**src/rtl/alu_exec_unit.sv**
```systemverilog
// Handshaked ALU: single-cycle add/sub/logic/cmp, WIDTH-cycle iterative mul/div, registered flags and accumulator.
// Latency 1 cycle (WIDTH+1 for mul and nonzero div); in_ready only in IDLE, result held in DONE until out_ready.
module alu_exec_unit #(
    parameter int               WIDTH   = 8,
    parameter logic [WIDTH-1:0] ACC_RST = '0
) (
    input  logic             clk,
    input  logic             rst,
    input  logic             in_valid,
    output logic             in_ready,
    input  logic [2:0]       opcode,
    input  logic             use_acc,
    input  logic [WIDTH-1:0] a,
    input  logic [WIDTH-1:0] b,
    output logic             out_valid,
    input  logic             out_ready,
    output logic [WIDTH-1:0] result,
    output logic [WIDTH-1:0] result_hi,
    output logic             carry,
    output logic             zero,
    output logic             div_zero,
    output logic [WIDTH-1:0] acc_q
);
    localparam logic [1:0] S_IDLE = 2'd0;
    localparam logic [1:0] S_CALC = 2'd1;
    localparam logic [1:0] S_DONE = 2'd2;

    localparam logic [2:0] OP_ADD = 3'b000;
    localparam logic [2:0] OP_SUB = 3'b001;
    localparam logic [2:0] OP_AND = 3'b010;
    localparam logic [2:0] OP_OR  = 3'b011;
    localparam logic [2:0] OP_XOR = 3'b100;
    localparam logic [2:0] OP_MUL = 3'b101;
    localparam logic [2:0] OP_DIV = 3'b110;
    localparam logic [2:0] OP_CMP = 3'b111;

    localparam int               CW       = $clog2(WIDTH + 1);
    localparam logic [CW-1:0]    CNT_LAST = CW'(WIDTH - 1);

    logic [1:0]       state_q;
    logic [WIDTH-1:0] hi_q, lo_q, b_q;
    logic [CW-1:0]    cnt_q;
    logic             is_div_q;

    logic [WIDTH-1:0] op_a;
    logic [WIDTH:0]   add_s, sub_d;
    logic [WIDTH-1:0] s_res, s_hi;
    logic             s_c, s_dz, iterative;

    assign in_ready  = (state_q == S_IDLE);
    assign op_a      = use_acc ? acc_q : a;
    assign add_s     = {1'b0, op_a} + {1'b0, b};
    assign sub_d     = {1'b0, op_a} - {1'b0, b};
    assign iterative = (opcode == OP_MUL) || ((opcode == OP_DIV) && (b != '0));

    always_comb begin
        s_res = '0;
        s_hi  = '0;
        s_c   = 1'b0;
        s_dz  = 1'b0;
        case (opcode)
            OP_ADD: begin s_res = add_s[WIDTH-1:0]; s_c = add_s[WIDTH]; end
            OP_SUB: begin s_res = sub_d[WIDTH-1:0]; s_c = sub_d[WIDTH]; end
            OP_AND: s_res = op_a & b;
            OP_OR:  s_res = op_a | b;
            OP_XOR: s_res = op_a ^ b;
            OP_CMP: begin s_res = (op_a == b) ? WIDTH'(1) : '0; s_c = sub_d[WIDTH]; end
            OP_DIV: begin s_hi = op_a; s_c = 1'b1; s_dz = 1'b1; end
            default: ;
        endcase
    end

    // One shift-add (mul) or restoring-subtract (div) step over the {hi,lo} pair.
    logic [WIDTH:0]   mul_sum, div_t;
    logic             div_ge;
    logic [WIDTH-1:0] div_r, it_hi, it_lo;

    assign mul_sum = {1'b0, hi_q} + (lo_q[0] ? {1'b0, b_q} : '0);
    assign div_t   = {hi_q, lo_q[WIDTH-1]};
    assign div_ge  = (div_t >= {1'b0, b_q});
    assign div_r   = div_ge ? WIDTH'(div_t - {1'b0, b_q}) : div_t[WIDTH-1:0];
    assign it_hi   = is_div_q ? div_r : mul_sum[WIDTH:1];
    assign it_lo   = is_div_q ? {lo_q[WIDTH-2:0], div_ge} : {mul_sum[0], lo_q[WIDTH-1:1]};

    always_ff @(posedge clk) begin
        if (rst) begin
            state_q   <= S_IDLE;
            out_valid <= 1'b0;
            result    <= '0;
            result_hi <= '0;
            carry     <= 1'b0;
            zero      <= 1'b0;
            div_zero  <= 1'b0;
            acc_q     <= ACC_RST;
            hi_q      <= '0;
            lo_q      <= '0;
            b_q       <= '0;
            cnt_q     <= '0;
            is_div_q  <= 1'b0;
        end else begin
            case (state_q)
                S_IDLE: begin
                    if (in_valid) begin
                        if (iterative) begin
                            hi_q     <= '0;
                            lo_q     <= op_a;
                            b_q      <= b;
                            is_div_q <= (opcode == OP_DIV);
                            cnt_q    <= '0;
                            state_q  <= S_CALC;
                        end else begin
                            result    <= s_res;
                            result_hi <= s_hi;
                            carry     <= s_c;
                            zero      <= (s_res == '0);
                            div_zero  <= s_dz;
                            out_valid <= 1'b1;
                            state_q   <= S_DONE;
                        end
                    end
                end
                S_CALC: begin
                    hi_q  <= it_hi;
                    lo_q  <= it_lo;
                    cnt_q <= cnt_q + 1'b1;
                    if (cnt_q == CNT_LAST) begin
                        result    <= it_lo;
                        result_hi <= it_hi;
                        carry     <= is_div_q ? 1'b0 : (|it_hi);
                        zero      <= (it_lo == '0);
                        div_zero  <= 1'b0;
                        out_valid <= 1'b1;
                        state_q   <= S_DONE;
                    end
                end
                S_DONE: begin
                    if (out_ready) begin
                        acc_q     <= result;
                        out_valid <= 1'b0;
                        state_q   <= S_IDLE;
                    end
                end
                default: state_q <= S_IDLE;
            endcase
        end
    end
endmodule
```
**config.mk**
```make
export PLATFORM = sky130hd
export DESIGN_NAME = alu_exec_unit
export DESIGN_NICKNAME = d
export VERILOG_FILES = /design/src/rtl/alu_exec_unit.sv
export SDC_FILE = /design/constraint.sdc
export NUM_CORES = 1
export LEC_CHECK = 0
export ABC_CLOCK_PERIOD_IN_PS = 3900
export CAP_MARGIN = 10
export CORE_MARGIN = 1
export CORE_UTILIZATION = 65
export CTS_BUF_LIST = sky130_fd_sc_hd__clkbuf_4
export DETAILED_ROUTE_END_ITERATION = 8
export DONT_BUFFER_PORTS = 1
export PLACE_DENSITY = 0.81
export SLEW_MARGIN = 10
export SYNTH_ARGS = -nofsm -noshare
export SYNTH_HDL_FRONTEND = slang
export SYNTH_SLANG_ARGS = --single-unit
export TNS_END_PERCENT = 5
```
**constraint.sdc**
```tcl
create_clock -name clk -period 3.9 [get_ports clk]
set_clock_uncertainty 0.2 [all_clocks]
set_input_delay 0.39 -clock clk [delete_from_list [all_inputs] [get_ports clk]]
set_output_delay 0.39 -clock clk [all_outputs]
set_load 0.01 [all_outputs]
```
==> flow_summary_export.csv, run 1 <==
group,metric,value,unit
layout,drive_above_1_share,6.02,%
worst_setup_path,startpoint,"acc_q[1]",
global_routing,grt_start_max_net_pins,52,
layout,syn_to_final_growth,5.93,%
sta,final.min_clock_period,3.21,ns
min_path,holdCritPathClass,"input port to flip-flop",
drt,routed_wl,14000,µm
sta,setup_repair_after_global_routing_missed_its_margin,"false",
yosys,synthDistinctLibCells,61,
sta,finalSetupViolations,0,
clock_network,cts.clk_slew.worst_paths,0.13,ns
clock_network,cts-hold-fix-buffers,12,
placement,port_buffers,0,
drt,avgViaCountPerCell,6.54,
clock_network,cts-root-to-sink-buffers,2,
sta,final_hold_viol_count,0,
layout,final_core_utilization,72.2,%
yosys,synth_edf_count,0,
yosys,synth_nets,691,
yosys,area_of_the_mapped_netlist,4710,µm²
die,dieWidth,87.1,µm
worst_setup_path,regToRegStartpoint,"acc_q[1]",
drt,drtAntennaViolNets,0,
die,fp.dieH,87.1,µm
global_routing,gr-total-overflow,0,
placement,routabilityCongestion,0.962,
layout,antenna-diode-count,0,
die,core.rowCount,30,
die,placeableCoreArea,6910,µm²
clock_network,post_cts_resized,0,
yosys,ys_dominant_reg_cell,"sky130_fd_sc_hd__dfxtp_1",
drt,drc_errors,0,
yosys,ys_seq_elements,59,
sta,setup_total_negative_slack,0,ns
drt,dr_wl_cell,19.7,µm
sta,tightestPinTransition,0.904,ns
clock_network,cts_num_sinks,59,
die,initial_utilization,68.2,%
layout,final_cell_mix,"70 x sky130_fd_sc_hd__nor2_1, 63 x sky130_fd_sc_hd__a21oi_1, 59 x sky130_fd_sc_hd__dfxtp_1, 58 x sky130_fd_sc_hd__nand2_1, 45 x sky130_fd_sc_hd__ha_1",
flow_run,maxCapViolations,0,
layout,mostFrequentLayoutCell,"sky130_fd_sc_hd__nor2_1",
drt,dr_total_vias,4653,
drt,drt_first_pass_iters,8,
global_routing,grt_pass1_vias,4276,
yosys,postSynth.asyncResetShare,0,%
pwr,p_leak,0.00207,µW
worst_setup_path,start_kind,"flip-flop",
layout,filler_cell_count,600,
drt,drt_iter0_drc,396,
placement,place_inst,683,
placement,detailedPlacementHpwl,10300,µm
global_routing,wire_length_of_the_first_global_routing_pass,21800,µm
clock_network,cts_max_level,3,
worst_setup_path,critPathCaptureType,"flip-flop",
pwr,power_density,301,nW/µm²
min_path,worst_hold_startpoint,"rst",
clock_network,clock_tree_root,"sky130_fd_sc_hd__clkbuf_4",
die,floorplan.die_area,7590,µm²
sta,fin_crit_sh,82.3,%
run_status,outcome,"completed",
worst_setup_path,timing_worst_setup_path_type,"flip-flop to flip-flop",
worst_setup_path,cp_max_fo,4,
yosys,synth.avg_cell_area,7.62,µm²
worst_setup_path,timing.critical_path.arrival,3.37,ns
sta,final_max_slew_violation_count,0,
clock_network,source_to_sink_clock_delay_at_the_later_pin_of_the_worst_skew_pair,0.43,ns
die,floorplan.io_pins,53,
layout,final_nets,683,
clock_network,tritoncts.num_buffers,9,
layout,sequential_cell_area,1180,µm²
global_routing,grt_use_total,38.1,%
clock_network,tritoncts_clock_tree,"done",
yosys,syn-instance-count,618,
clock_network,cts_setup_buffers,0,
layout,multiInputGateArea,3200,µm²
layout,post_layout_nonfiller_instances,711,
worst_setup_path,data_required_time_at_the_worst_endpoint,4.06,ns
global_routing,antenna_found_initial,0,
pwr,peakVddDrop,349,µV
sta,maxSlewHeadroom,39.8,%
sta,fmax,312,MHz
yosys,synth_warnings,0,
yosys,synth.yosys.seq_area_share,25.1,%
kinds of logic (layout without fill, tap and decap cells):
logic type	Yosys count	count (layout)	synth area share [%]
adders and majority gates	49	49	13.7
DFF	59	59	25.1
xor gates and xnor gates	18	18	3.35
AOI/OAI and AO/OA	183	183	25.0
muxes	27	27	5.93
and+or+nand+nor	202	202	20.1
buffers and inverters	80	77	6.91
state kept, by name, indices dropped and copies added, names as in the netlist:
signal and count:
hi_q 8, is_div_q 1, cnt_q 4, result 8
carry 1, acc_q 8, lo_q 8, out_valid 1
b_q 8, result_hi 8, state_q 2, zero 1
div_zero 1
final timing paths:
kind                   end  depth (start not counted)  slack, ns
hold reg to reg     b_q[0]                          2       0.29
setup reg to reg      zero                         11       0.69
setup / recovery      zero                         11       0.69
hold / removal    acc_q[6]                          2       0.07
power by group:
group	total, µW	internal, µW	switching (µW)
combinational	351	134	217
sequential	662	628	34.3
clock	489	207	282
per-stage QoR:
stage / hold slack [ns] / area (µm²) / setup WS [ns] / power (µW)
after floorplan: 0.245 / 4710 / 0.708 / 935
after global placement: 0.263 / 4710 / 0.880 / 989
after detailed placement: 0.265 / 4710 / 0.708 / 995
after CTS: 0.0552 / 4990 / 0.756 / 1500
after global routing: 0.0753 / 4990 / 0.404 / 1560
final: 0.0743 / 4990 / 0.691 / 1500
area by class of cell:
cell class / count / area share (%)
Clock buffer: 9 / 1.35
Clock inverter: 7 / 1.68
Inverter: 44 / 3.31
Multi-Input combinational cell: 479 / 64.2
Sequential cell: 59 / 23.7
Tap cell: 96 / 2.41
Timing Repair Buffer: 17 / 3.36
routing by layer:
| metal | global-route usage (%) | wire (µm) | vias up | share of wire [%] |
|---|---|---|---|---|
| met5 | 0 | 0 | - | 0 |
| met4 | 20.4 | 570 | 0 | 4.1 |
| met3 | 8.63 | 1250 | 47 | 8.9 |
| met2 | 59.6 | 6420 | 228 | 46 |
| met1 | 48.7 | 5740 | 2197 | 41 |
| li1 | - | - | 2181 | - |
Yosys cell counts, drive strengths merged, types with 10 or more instances:
| master | count | area (µm²) |
|---|---|---|
| nor3 | 14 | 70.1 |
| dfxtp | 59 | 1180 |
| a21oi | 63 | 315 |
| inv | 44 | 165 |
| a22oi | 10 | 75.1 |
| nor2 | 70 | 263 |
| buf | 17 | 88.8 |
| clkbuf | 19 | 71.3 |
| mux2i | 20 | 200 |
| a211oi | 15 | 118 |
| o21ai | 37 | 189 |
| nand2 | 59 | 224 |
| xnor2 | 11 | 96.3 |
| ha | 45 | 563 |
| and2 | 14 | 90.1 |
| nor4 | 10 | 77.6 |
critical path, cell delays in order (launching register included):
cell                        delay, ns
sky130_fd_sc_hd__dfxtp_1         0.37
sky130_fd_sc_hd__mux2i_1         0.39
sky130_fd_sc_hd__inv_1           0.20
sky130_fd_sc_hd__fa_1            0.44
sky130_fd_sc_hd__a21o_1          0.19
sky130_fd_sc_hd__a21oi_1         0.25
sky130_fd_sc_hd__o21ai_1         0.17
sky130_fd_sc_hd__nor3b_1         0.16
sky130_fd_sc_hd__nor4_1          0.32
sky130_fd_sc_hd__nand2_1         0.09
sky130_fd_sc_hd__nor4_1          0.22
sky130_fd_sc_hd__o2bb2ai_1       0.15
(Power assumes the default switching activity.)
==> run 2, diff against run 1 <==
--- a/config.mk
+++ b/config.mk
@@ -5,7 +5,7 @@
 export SDC_FILE = /design/constraint.sdc
 export NUM_CORES = 1
 export LEC_CHECK = 0
-export ABC_CLOCK_PERIOD_IN_PS = 3900
+export ABC_CLOCK_PERIOD_IN_PS = 3150
 export CAP_MARGIN = 10
 export CORE_MARGIN = 1
 export CORE_UTILIZATION = 65
==> constraint.sdc (replaced) <==
create_clock -name clk -period 3.15 [get_ports clk]
set_clock_uncertainty 0.2 [all_clocks]
set_input_delay 0.315 -clock clk [delete_from_list [all_inputs] [get_ports clk]]
set_output_delay 0.315 -clock clk [all_outputs]
set_load 0.01 [all_outputs]
==> flow_summary_export.csv, run 2 (synthesized netlist as in run 1, its figures left out) <==
group,metric,value,unit
worst_setup_path,critPathCaptureType,"flip-flop",
die,initial_utilization,68.2,%
layout,drive_above_1_share,8.43,%
sta,maxSlewHeadroom,53.3,%
sta,fin_crit_sh,94.0,%
die,placeableCoreArea,6910,µm²
die,fp.dieH,87.1,µm
worst_setup_path,timing.critical_path.arrival,3.13,ns
placement,place_area,4800,µm²
clock_network,cts_setup_buffers,0,
pwr,internal_power,1210,µW
sta,finalSetupViolations,0,
sta,final_max_slew_violation_count,0,
clock_network,cts_max_level,3,
die,floorplan.die_area,7590,µm²
drt,dr_total_vias,4746,
worst_setup_path,cp_max_fo,4,
sta,fmax,338,MHz
layout,filler_cell_count,546,
clock_network,cts-root-to-sink-buffers,2,
drt,drtAntennaViolNets,0,
pwr,peakVddDrop,328,µV
clock_network,cts_num_sinks,59,
drt,dr_wl_cell,19.9,µm
die,dieWidth,87.1,µm
worst_setup_path,data_required_time_at_the_worst_endpoint,3.32,ns
layout,syn_to_final_growth,8.61,%
clock_network,tritoncts.num_buffers,9,
pwr,power_density,368,nW/µm²
global_routing,grt_use_total,39.2,%
min_path,holdCritPathClass,"input port to flip-flop",
layout,final_design_area_no_fill,5110,µm²
worst_setup_path,start_kind,"flip-flop",
placement,routabilityCongestion,0.984,
layout,antenna-diode-count,0,
layout,sequential_cell_area,1180,µm²
clock_network,cts.clk_slew.worst_paths,0.12,ns
pwr,sw_frac_of_total,35.6,%
die,floorplan.io_pins,53,
pwr,pwr-share-clk,32.1,%
sta,final_hold_viol_count,0,
pwr,power.net_switching,669,µW
clock_network,clock_tree_root,"sky130_fd_sc_hd__clkbuf_4",
placement,port_buffers,0,
worst_setup_path,worst_r2r_setup_slack,0.19,ns
global_routing,wire_length_of_the_first_global_routing_pass,22500,µm
sta,final.min_clock_period,2.96,ns
sta,tightestPinTransition,0.699,ns
global_routing,antenna_found_initial,0,
layout,final_cell_mix,"70 x sky130_fd_sc_hd__nor2_1, 62 x sky130_fd_sc_hd__a21oi_1, 58 x sky130_fd_sc_hd__nand2_1, 58 x sky130_fd_sc_hd__dfxtp_1, 45 x sky130_fd_sc_hd__ha_1",
flow_run,maxCapViolations,0,
drt,drt_iter0_drc,389,
drt,routed_wl,14400,µm
global_routing,gr-total-overflow,0,
clock_network,tritoncts_clock_tree,"done",
layout,final_nets,697,
drt,avgViaCountPerCell,6.55,
clock_network,source_to_sink_clock_delay_at_the_later_pin_of_the_worst_skew_pair,0.44,ns
drt,drt_first_pass_iters,6,
min_path,worst_hold_startpoint,"opcode[0]",
sta,setup_total_negative_slack,0,ns
pwr,finalPower,1880,µW
die,core.rowCount,30,
placement,detailedPlacementHpwl,10600,µm
layout,multiInputGateArea,3220,µm²
worst_setup_path,startpoint,"acc_q[0]",
run_status,outcome,"completed",
sta,setup_repair_after_global_routing_missed_its_margin,"false",
global_routing,grt_pass1_vias,4473,
worst_setup_path,timing_worst_setup_path_type,"flip-flop to flip-flop",
worst_setup_path,regToRegStartpoint,"acc_q[0]",
layout,mostFrequentLayoutCell,"sky130_fd_sc_hd__nor2_1",
pwr,pwr-share-comb,24.3,%
pwr,p_leak,0.00214,µW
drt,drc_errors,0,
global_routing,grt_start_max_net_pins,53,
pwr,sequentialPowerShare,43.6,%
-- run 2: power groups by stage --
stage          Combinational [µW]  Sequential, µW  Clock (µW)
3_3_place_gp                  404             833           0
2_1_floorplan                 337             820           0
3_5_place_dp                  411             835           0
5_1_grt                       495             823         638
6_report                      457             820         604
4_1_cts                       441             818         604
-- run 2: per-layer routing --
metal / wire (µm) / global-route usage, %
met2: 6780 / 63.8
met1: 5820 / 46.4
met5: 0 / 0
met4: 578 / 23.0
met3: 1260 / 10.5
-- run 2: worst paths after layout --
kind	endpoint	cells past startpoint
worst max-delay path	zero	12
worst min-delay path	div_zero	4
worst max register to register	zero	12
worst min register to register	b_q[1]	2
-- run 2: per-stage QoR --
step / cells / worst slack [ns] / hold slack [ns] / util (%)
final: 725 / 0.190 / 0.0617 / 74.0
after floorplan: 618 / 0.0334 / 0.245 / -
after detailed placement: 695 / 0.119 / 0.191 / 69.4
after CTS: 725 / 0.109 / 0.0441 / 73.8
after global placement: 695 / 0.213 / 0.188 / 69.4
after global routing: 725 / 0.0182 / 0.0495 / 74.0
-- run 2: layout make-up --
cell class                 count  share of cell area [%]
sequential                    59                    23.1
multi-input combinational    479                    62.9
clock buffer                   9                    1.32
clock inverter                 7                    1.64
tap                           96                    2.35
timing repair buffer          31                    5.43
inverter                      44                    3.23
-- run 2: critical path: stages, from the launching register on --
cell and delay [ns]:
sky130_fd_sc_hd__dfxtp_1 0.42, sky130_fd_sc_hd__mux2_2 0.24, sky130_fd_sc_hd__inv_1 0.07, sky130_fd_sc_hd__ha_1 0.21, sky130_fd_sc_hd__fa_1 0.40, sky130_fd_sc_hd__o21bai_1 0.15, sky130_fd_sc_hd__a21oi_1 0.14, sky130_fd_sc_hd__xor2_1 0.16
sky130_fd_sc_hd__a32oi_1 0.17, sky130_fd_sc_hd__o22a_1 0.22, sky130_fd_sc_hd__nand4_1 0.13, sky130_fd_sc_hd__nor4_1 0.25, sky130_fd_sc_hd__o2bb2ai_1 0.14
-- run 2: repair_timing --
item,4_1_cts,5_1_grt
setup endpoints to repair,0,3
hold endpoints to repair,58,0
gates resized for setup,0,4
hold buffers,14,0
==> run 3, diff against run 2 <==
--- a/config.mk
+++ b/config.mk
@@ -5,13 +5,16 @@
 export SDC_FILE = /design/constraint.sdc
 export NUM_CORES = 1
 export LEC_CHECK = 0
+export ABC_AREA = 1
 export ABC_CLOCK_PERIOD_IN_PS = 3150
 export CAP_MARGIN = 10
 export CORE_MARGIN = 1
 export CORE_UTILIZATION = 65
 export CTS_BUF_LIST = sky130_fd_sc_hd__clkbuf_4
+export CTS_CLUSTER_DIAMETER = 50
 export DETAILED_ROUTE_END_ITERATION = 8
 export DONT_BUFFER_PORTS = 1
+export GPL_TIMING_DRIVEN = 0
 export PLACE_DENSITY = 0.81
 export SLEW_MARGIN = 10
 export SYNTH_ARGS = -nofsm -noshare
==> flow_summary_export.csv, run 3 <==
group,metric,value,unit
sta,setup_repair_after_global_routing_missed_its_margin,"false",
yosys,synthDistinctLibCells,44,
die,floorplan.io_pins,53,
worst_setup_path,startpoint,"acc_q[0]",
clock_network,source_to_sink_clock_delay_at_the_later_pin_of_the_worst_skew_pair,0.43,ns
pwr,peakVddDrop,612,µV
yosys,synth_edf_count,0,
global_routing,grt_start_max_net_pins,13,
worst_setup_path,data_required_time_at_the_worst_endpoint,3.24,ns
die,fp.dieH,87.2,µm
worst_setup_path,timing_worst_setup_path_type,"flip-flop to flip-flop",
drt,avgViaCountPerCell,5.86,
sta,finalSetupViolations,0,
layout,antenna-diode-count,0,
sta,tightestPinTransition,0.633,ns
layout,post_layout_nonfiller_instances,858,
clock_network,cts-root-to-sink-buffers,2,
yosys,synthDominantCellAreaShare,25.0,%
sta,final_max_slew_violation_count,0,
layout,drive_above_1_share,5.91,%
drt,drt_first_pass_iters,5,
yosys,synth_nets,810,
die,initial_utilization,68.4,%
drt,drtAntennaViolNets,0,
sta,setup_total_negative_slack,0,ns
sta,fin_crit_sh,93.8,%
pwr,power_density,524,nW/µm²
sta,maxSlewHeadroom,57.6,%
worst_setup_path,critPathCaptureType,"flip-flop",
yosys,area_of_the_mapped_netlist,4720,µm²
die,floorplan.die_area,7610,µm²
yosys,ys_dominant_reg_cell,"sky130_fd_sc_hd__dfxtp_1",
layout,final_cell_mix,"167 x sky130_fd_sc_hd__nand2_1, 99 x sky130_fd_sc_hd__inv_1, 95 x sky130_fd_sc_hd__a21oi_1, 67 x sky130_fd_sc_hd__o21ai_0, 59 x sky130_fd_sc_hd__dfxtp_1",
global_routing,grt_pass1_vias,4660,
die,dieWidth,87.2,µm
global_routing,grt_use_total,39.8,%
placement,pre_cts_ws,0.125,ns
global_routing,antenna_found_initial,0,
drt,dr_wl_cell,16.9,µm
min_path,holdCritPathClass,"input port to flip-flop",
yosys,postSynth.asyncResetShare,0,%
sta,fmax,338,MHz
clock_network,tritoncts.num_buffers,9,
yosys,synth.yosys.seq_area_share,25.0,%
worst_setup_path,worst_r2r_setup_slack,0.19,ns
placement,place_inst,833,
die,core.rowCount,30,
drt,drc_errors,0,
pwr,p_leak,0.00250,µW
flow_run,maxCapViolations,0,
clock_network,cts_max_level,3,
clock_network,tritoncts_clock_tree,"done",
clock_network,clock_tree_root,"sky130_fd_sc_hd__clkbuf_4",
die,placeableCoreArea,6910,µm²
yosys,synth_top_cell_by_area,"sky130_fd_sc_hd__dfxtp_1",
clock_network,cts_num_sinks,59,
yosys,yosysMostFrequentCell,"sky130_fd_sc_hd__nand2_1",
worst_setup_path,start_kind,"flip-flop",
sta,final.min_clock_period,2.96,ns
yosys,synth.avg_cell_area,6.41,µm²
worst_setup_path,timing.critical_path.arrival,3.05,ns
yosys,syn-instance-count,737,
sta,final_hold_viol_count,0,
global_routing,wire_length_of_the_first_global_routing_pass,22900,µm
drt,dr_total_vias,5030,
layout,final_nets,830,
placement,routabilityCongestion,0.977,
worst_setup_path,critical_path.reg2reg.endpoint,"result[4]",
clock_network,cts.clk_slew.worst_paths,0.11,ns
layout,syn_to_final_growth,8.00,%
global_routing,gr-total-overflow,0,
drt,routed_wl,14500,µm
placement,port_buffers,0,
worst_setup_path,regToRegStartpoint,"acc_q[0]",
layout,mostFrequentLayoutCell,"sky130_fd_sc_hd__nand2_1",
pwr,finalPower,2670,µW
yosys,top_cells_by_instance_count_after_synthesis,"167 x sky130_fd_sc_hd__nand2_1, 99 x sky130_fd_sc_hd__inv_1, 95 x sky130_fd_sc_hd__a21oi_1, 67 x sky130_fd_sc_hd__o21ai_0, 59 x sky130_fd_sc_hd__dfxtp_1",
yosys,yosys-top-cells-area,"sky130_fd_sc_hd__dfxtp_1 25%, sky130_fd_sc_hd__nand2_1 13%, sky130_fd_sc_hd__ha_1 12%, sky130_fd_sc_hd__a21oi_1 10%, sky130_fd_sc_hd__inv_1 7.9%",
run_status,outcome,"completed",
yosys,ys_seq_elements,59,
sta,finalHoldWorstSlack,0.0213,ns
worst_setup_path,cp_max_fo,4,
placement,detailedPlacementHpwl,11200,µm
worst_setup_path,timing.reg2reg.worst_path_depth,15,
yosys,synth_warnings,0,
drt,drt_iter0_drc,562,
clock_network,post_cts_resized,0,
sta,post-route-worst-setup-slack,0.195,ns
worst_setup_path,critPathCapture,"result[4]",
## run 3: cell types whose count changed in the layout (fill, tap and decap cells not counted), sizes merged, moves of 10 or more
| cell | change |
|---|---|
| nand2 | +113 |
| inv | +58 |
| nand3 | +45 |
| a21oi | +32 |
| o21ai | +32 |
| mux2i | -20 |
| a211oi | -14 |
| and2 | -14 |
| clkbuf | +13 |
| xnor2 | -10 |
## run 3: final cells by class
type	count	area (µm²)
Clock buffer	9	67.6
Buffer	22	116
Timing Repair Buffer	9	90.1
Multi-Input combinational cell	551	3030
Inverter	105	397
Clock inverter	7	100
Fill cell	607	1810
Tap cell	96	120
Sequential cell	59	1180
## run 3: power by group
group          switching [µW]  internal, µW  total [µW]
Combinational             709           337        1050
Clock                     335           328         663
Sequential                117           847         964
## run 3: logic make-up after synthesis
family	after synthesis	synth area share, %
AOI/OAI and AO/OA	184	20.5
xor gates and xnor gates	8	1.48
adders and majority gates	49	13.6
buffers and inverters	127	10.9
DFF	59	25.0
and+or+nand+nor	310	28.5
## run 3: metrics by stage
step,utilization [%],cell area [µm²]
final,73.8,5100
after global placement,70.1,4840
after global routing,73.8,5100
after floorplan,-,4720
after CTS,73.8,5100
after detailed placement,70.1,4840
## run 3: timing repair
| action | 4_1_cts | 5_1_grt |
|---|---|---|
| buffers inserted | 0 | 0 |
| hold buffers | 9 | 0 |
| endpoints found under the hold margin | 9 | 0 |
## run 3: critical path, stage by stage (launching register included)
cell and delay, ns:
sky130_fd_sc_hd__dfxtp_1 0.40, sky130_fd_sc_hd__inv_1 0.10, sky130_fd_sc_hd__nand2_1 0.06, sky130_fd_sc_hd__o21ai_0 0.19
sky130_fd_sc_hd__ha_1 0.28, sky130_fd_sc_hd__fa_1 0.41, sky130_fd_sc_hd__nor2_1 0.16, sky130_fd_sc_hd__o21ai_0 0.09
sky130_fd_sc_hd__nand2_1 0.16, sky130_fd_sc_hd__nand2_1 0.07, sky130_fd_sc_hd__nand3_1 0.09, sky130_fd_sc_hd__nand3_1 0.17
sky130_fd_sc_hd__a21oi_1 0.19, sky130_fd_sc_hd__nor2_1 0.07, sky130_fd_sc_hd__a21oi_1 0.13, sky130_fd_sc_hd__nor2_1 0.05
## run 3: per-layer routing
| metal | part of all wire, % | global-route usage (%) |
|---|---|---|
| met5 | 0 | 0 |
| met4 | 2.6 | 14.8 |
| met3 | 10 | 7.77 |
| met2 | 44 | 63.1 |
| met1 | 43 | 53.6 |
## run 3: worst min path at each step
stage / start / endpoint / slack (ns) / cells past startpoint
6_report: rst / result[0] / 0.02 / 2
5_1_grt: rst / result[0] / 0.03 / 2
4_1_cts: rst / result[0] / 0.008 / 2
3_5_place_dp: lo_q[5] / lo_q[5] / 0.27 / 2
3_3_place_gp: lo_q[5] / lo_q[5] / 0.26 / 2
2_1_floorplan: lo_q[5] / lo_q[5] / 0.24 / 2
